`config.mk`:
```
export PLATFORM = sky130hd
export DESIGN_NAME = demux_8_fill
export DESIGN_NICKNAME = d
export VERILOG_FILES = /design/src/rtl/demux_8_fill.sv
export SDC_FILE = /design/constraint.sdc
export NUM_CORES = 1
export LEC_CHECK = 0
export ABC_AREA = 1
export BUFFER_PORTS_ARGS = -buffer_cell sky130_fd_sc_hd__buf_2
export CAP_MARGIN = 10
export CORE_UTILIZATION = 40
export DETAILED_ROUTE_END_ITERATION = 10
export PLACE_DENSITY = 0.66
export SLEW_MARGIN = 0
export SYNTH_ARGS = -nofsm -noshare
export SYNTH_HDL_FRONTEND = slang
export SYNTH_SLANG_ARGS = --single-unit
export TNS_END_PERCENT = 1
```
`constraint.sdc`:
```
create_clock -name clk -period 1.7 [get_ports clk]
set_clock_uncertainty 0.05 [all_clocks]
set_input_delay 0.085 -clock clk [delete_from_list [all_inputs] [get_ports clk]]
set_output_delay 0.085 -clock clk [all_outputs]
set_load 0.01 [all_outputs]
```
`src/rtl/demux_8_fill.sv`:
```
// Write-side byte demultiplexer: steers a valid/ready byte stream into four
// registered slots A..D, tracks per-slot valid flags and holds off when full.
module demux_8_fill #(
  parameter int WIDTH = 8
) (
  input  logic             clk,
  input  logic             rst_n,
  input  logic [WIDTH-1:0] Din,
  input  logic [1:0]       Sel,
  input  logic             mode,
  input  logic             wr_valid,
  output logic             wr_ready,
  // Reader's release pulse; "release" itself is a reserved word in SystemVerilog.
  input  logic             rd_release,
  output logic [WIDTH-1:0] A,
  output logic [WIDTH-1:0] B,
  output logic [WIDTH-1:0] C,
  output logic [WIDTH-1:0] D,
  output logic [3:0]       slot_valid,
  output logic             full,
  output logic [1:0]       ptr
);

  localparam logic [1:0] ST_EMPTY   = 2'd0;
  localparam logic [1:0] ST_FILLING = 2'd1;
  localparam logic [1:0] ST_FULL    = 2'd2;

  logic [WIDTH-1:0] slot_q [4];
  logic [WIDTH-1:0] slot_d [4];
  logic [3:0]       valid_q, valid_d;
  logic [1:0]       ptr_q, ptr_d;
  logic             full_q, full_d;
  logic [1:0]       state_d;
  logic [1:0]       target;
  logic             accept;

  always_comb begin
    wr_ready = !full_q && !rd_release;
    accept   = wr_valid && wr_ready;
    target   = mode ? ptr_q : Sel;

    for (int i = 0; i < 4; i++) begin
      slot_d[i] = slot_q[i];
    end
    valid_d = valid_q;
    ptr_d   = ptr_q;

    // Release wins over a simultaneous write; slot data is kept for the reader.
    if (rd_release) begin
      valid_d = 4'b0000;
      ptr_d   = 2'd0;
    end else if (accept) begin
      slot_d[target]  = Din;
      valid_d[target] = 1'b1;
      if (mode) begin
        ptr_d = ptr_q + 2'd1;
      end
    end

    if (valid_d == 4'b0000) begin
      state_d = ST_EMPTY;
    end else if (valid_d == 4'b1111) begin
      state_d = ST_FULL;
    end else begin
      state_d = ST_FILLING;
    end
    full_d = (state_d == ST_FULL);
  end

  always_ff @(posedge clk or negedge rst_n) begin
    if (!rst_n) begin
      for (int i = 0; i < 4; i++) begin
        slot_q[i] <= '0;
      end
      valid_q <= 4'b0000;
      ptr_q   <= 2'd0;
      full_q  <= 1'b0;
    end else begin
      for (int i = 0; i < 4; i++) begin
        slot_q[i] <= slot_d[i];
      end
      valid_q <= valid_d;
      ptr_q   <= ptr_d;
      full_q  <= full_d;
    end
  end

  assign A          = slot_q[0];
  assign B          = slot_q[1];
  assign C          = slot_q[2];
  assign D          = slot_q[3];
  assign slot_valid = valid_q;
  assign full       = full_q;
  assign ptr        = ptr_q;

endmodule
```
== Yosys cells after proc, flatten, opt, wreduce, memory -nomap -nowiden ==
Cells that the tools add are included.

* Bits in registers: 39
* Output and inout bits: 40
* Logic and storage cells: 41

* Add/subtract/negate cells: 1
* Order comparisons: 4
* Eq/ne operators: 2
* Multiplexer cells: 13
* Bitwise operators: 3
* Reduce and logical (&&, ||, !) cells: 11

{| class="wikitable"
|+ Operator list
! operator !! number
|-
| 32-bit bitwise mux || 1
|-
| 8-bit demux with 2-bit select || 1
|-
| 2-bit 2-to-1 mux || 6
|-
| 4-bit 2-to-1 mux || 2
|-
| 8-bit 2-to-1 mux || 1
|-
| 4-bit == test, second input constant || 1
|-
| 1-bit logical AND || 4
|-
| 4-bit zero test || 1
|-
| 4-bit OR || 1
|-
| 2-bit AND reduction || 2
|-
| 2-bit nonzero test || 2
|-
| 3-bit >= comparator, second input constant || 1
|-
| 2-bit by 3-bit less-than comparator with 1-bit output, second input constant || 1
|-
| 3-bit by 1-bit less-than comparator with 1-bit output, second input constant || 1
|-
| 2-bit NOT with 3-bit output || 1
|-
| 2-bit by 1-bit adder with 2-bit output, second input constant || 1
|-
| 1-bit demux with 2-bit select || 1
|-
| 2-bit == test, second input constant || 1
|-
| 2-bit by 1-bit >= comparator with 1-bit output, second input constant || 1
|-
| 1-bit zero test || 2
|-
| 1-bit 2-to-1 mux || 1
|-
| 1-bit NOT || 1
|}

== Depth between registers and ports, before layout ==
* Depth after elaboration: 12
* Gate-level depth with buffers: 7

== Worst setup path before layout ==
No wires, ideal clock.

* Kind: register -> register
* Start point: register full_q, in the netlist full
* End point: register slot_q, in the netlist D[5]
* Library setup time: 0.120 ns
* Arrival time: 1.099 ns
* Slack: 0.431 ns
* Cell stages (with the launch flop): 8
* Period minus slack after synthesis: 1.269 ns
* Path through: dfrtp_1 clkinv_1 nand2_4 nor2_8 nand3_4 buf_6 nand2_1 o21ai_2

* Word-level cells in the longest chain between the ends: 4

{| class="wikitable"
|+ Ends and longest elaborated chain
! item !! line !! text
|-
| from (decl) || 32 || <nowiki>logic full_q, full_d;</nowiki>
|-
| from (signal assigned) || 84 || <nowiki>full_q <= full_d;</nowiki>
|-
| 1-bit zero test || 38 || <nowiki>wr_ready = !full_q && !rd_release;</nowiki>
|-
| 1-bit logical AND || 38 ||
|-
| 1-bit logical AND || 39 || <nowiki>accept = wr_valid && wr_ready;</nowiki>
|-
| 2-bit AND reduction (no line) || - ||
|-
| to (signal, indexed assignment) || 80 || <nowiki>slot_q[i] <= slot_d[i];</nowiki>
|-
| to (decl) || 28 || <nowiki>logic [WIDTH-1:0] slot_q [4];</nowiki>
|}

No other way between the ends.
A chain may end at the register's enable or synchronous reset.

== Worst setup path after layout ==
* Start point: input rd_release
* End point: register full_q, in the netlist full

* Word-level cells in the longest chain between the ends: 9
* Elaborated cells between the ends (all ways): 10
* Those cells by class: 2 x eq/ne; 4 x mux; 4 x reduce/logical

{| class="wikitable"
|+ Ends and longest elaborated chain
! item !! line !! text
|-
| from (decl) || 14 || <nowiki>input logic rd_release,</nowiki>
|-
| 1-bit zero test || 38 ||
|-
| 1-bit logical AND || 38 ||
|-
| 1-bit logical AND || 39 ||
|-
| 4-bit 2-to-1 mux || 52 || <nowiki>end else if (accept) begin</nowiki>
|-
| 4-bit 2-to-1 mux (*) || 49 || <nowiki>if (rd_release) begin</nowiki>
|-
| named net valid_d[0] || 30 || <nowiki>logic [3:0] valid_q, valid_d;</nowiki>
|-
| 4-bit == test || 62 || <nowiki>end else if (valid_d == 4'b1111) begin</nowiki>
|-
| 2-bit 2-to-1 mux || 62 ||
|-
| 2-bit 2-to-1 mux (*) || 60 || <nowiki>if (valid_d == 4'b0000) begin</nowiki>
|-
| 2-bit == test (*) || 67 || <nowiki>full_d = (state_d == ST_FULL);</nowiki>
|-
| named net full_d || 32 ||
|}

The timed path passes the listed nets; every way through them passes the cells marked *.

==> metrics.cfg <==
[status]
status = finished clean

[layout]
fillCellCount = 360
final_cells = 274
post-route-util_pct = 52.0
fin_area_um2 = 2080
diodes = 0
nNetsFinal = 238
area_growth_pct = 23.9
drive_gt1_share_pct = 42.0
multi_input_area_um2 = 593
seqCellArea_um2 = 976

[route]
drc = 0
vias = 1241
drt_iter0_drc = 40
wl_per_cell_um = 12.1
wl_um = 3320
dr.pass1.iters = 4
routed_via_density = 4.53
drtAntennaViolNets = 0

[global_route]
grt.met2_usage_pct = 24.0
busiest_layer = met1
grt_first_pass_wirelength_um = 5660
met1_usage_pct = 24.8
met3_usage_pct = 8.05
grt_usage_pct = 17.7
first_global_vias = 1169
antenna_found_initial = 0
grt.overflow.total = 0
grt_max_degree = 40

[synthesis]
synthTopCellsByCount = nand2_1 (52), dfrtp_1 (39), o21ai_2 (18), inv_1 (14), o21ai_1 (14)
synthesis.nets = 178
synthTopCellsByArea = dfrtp_1 (58%), nand2_1 (12%), o21ai_2 (9.4%)
ys_seq_elements = 39
synth_seq_area_share_pct = 58.2
synth_top_area_share_pct = 58.2
synth_flop_cell = dfrtp_1
synth_edf_count = 0
yosysMostFrequentCell = nand2_1
synth_cell_types = 16
ys_warn_count = 0
syn_avg_cell_area_um2 = 10.3
async_reset_ff_share_pct = 100
synthesis.instances = 163
syn_area_um2 = 1680
synth_top_area_cell = dfrtp_1

[hold_path]
min_path_type = in2reg
min_from = Din[2]

[power]
powerDensity_nw_per_um2 = 1160
seqPwrFrac_pct = 50.3
power_frac_clock_pct = 24.7
p_switching_uw = 756
swShare_pct = 31.3
p_int_uw = 1660
p_leak_uw = 0.00113
combPwrFrac_pct = 25.0
ir_worst_vdd_mv = 0.724

[placement]
post-place-ws_ns = 0.352
portBuffers = 54
dp.cells = 264
dp_hpwl_um = 2430
gp_congestion = 0.786
place_area_um2 = 1970

[critical_path]
critPathCaptureType = register
worstPathMaxFanout = 17
required_ns = 1.87
path_class = in2reg
cp-start-kind = primary input
worstPathArrival_ns = 1.66
cp-startpoint = rd_release
rrSetupSlack_ns = 0.36
timing.rr.start = full

[cts]
clock_sinks = 39
root_buffer = clkbuf_8
cts_tree = yes
cts_buffer_depth = 2
clk_pin_slew_ns = 0.07
cts_made_buffers = 5
cts_setup_buffers = 0
clkLatencyLatePin_ns = 0.29
cts_max_level = 2
cts_resized = 0

[sta]
fin_ws_ns = 0.215
period_needed_ns = 1.48
hold_violations = 0
max_slew.worst_pin.slew_ns = 0.480
finalSetupTns_ns = 0
setup_violations = 0
slew_violations = 0
fin_crit_sh_pct = 87.3
rsz0062_at_grt = false
slew-limit-headroom_pct = 68.0
max_freq_mhz = 673

[die]
dieArea_um2 = 4460
initial_core_util_pct = 41.9
rows = 23
die_w_um = 66.8
ios = 55
core_um2 = 4000
fp.dieH_um = 66.8

[job]
drv_cap = 0

## per-stage QoR
stage                     total power (uW)  hold WS, ns
after floorplan                       1570       -0.261
after global placement                1830        0.122
after detailed placement              1840        0.118
after CTS                             2450       0.0662
after global routing                  2580       0.0817
final                                 2410       0.0717
## metal layers
layer	vias to the layer above	wire length, um
met4	0	45
met3	5	291
met5	-	0
met2	49	1390
li1	638	-
met1	549	1600
## flip-flops by register name, indices dropped and copies added (netlist names)
name,cells
slot_valid,4
A,8
full,1
ptr,2
C,8
B,8
D,8
## final cells by class
cell class / count / share of cell area, %
timing repair buffer: 57 / 14.3
inverter: 17 / 3.07
clock inverter: 2 / 0.602
tap: 50 / 3.01
sequential: 39 / 47.0
multi-input combinational: 103 / 28.5
clock buffer: 6 / 3.49
## logic make-up (layout without fill, tap and decap cells)
group | count (synthesis) | after routing | synth area share [%]
buffers and inverters | 21 | 82 | 6.49
AND/OR/NAND/NOR | 70 | 70 | 21.5
flip-flops | 39 | 39 | 58.2
AO/OA/AOI/OAI | 33 | 33 | 13.9
## power by group through the flow
stage | Sequential [uW] | Combinational [uW] | Clock, uW
after floorplan | 1310 | 253 | 0
after global placement | 1230 | 600 | 0
after detailed placement | 1230 | 613 | 0
after CTS | 1210 | 615 | 617
after global routing | 1230 | 685 | 663
final | 1210 | 602 | 596
## cell usage in the layout, fill, tap and decap left out
cell	synthesis	layout
nor2_1	3	3
inv_2	2	2
clkinv_2	0	1
buf_4	0	1
o21ai_1	14	14
o21ai_2	18	18
dlygate4sd3_1	0	2
nand2_2	6	6
o21ai_0	1	1
inv_1	14	14
clkbuf_1	0	1
nand2_4	1	1
dfrtp_1	39	39
buf_2	0	54
clkbuf_8	0	5
nor2_8	1	1
nand3_4	4	4
nand2_1	52	52
clkinvlp_4	0	1
nand3_1	2	2
clkinv_1	1	1
nor3_1	1	1
## path summary, 6_finish.rpt
check / end / cells after the start
max: full / 9
min: D[2] / 3
max reg2reg: full / 7
min reg2reg: C[1] / 2
max in group asynchronous: ptr[0] / 3
min in group asynchronous: slot_valid[1] / 3
## worst max-delay path: stages
cell,delay [ns]
dlygate4sd3_1,0.53
buf_2,0.13
inv_2,0.13
nand2_4,0.09
nor2_8,0.16
nand3_4,0.24
nand2_1,0.15
nand2_1,0.05
nor2_1,0.09
## repair_timing
action                     in CTS  in global routing
hold endpoints to repair       40                  0
hold buffers                    2                  0
setup endpoints to repair       0                  0
(Power assumes the default switching activity.)
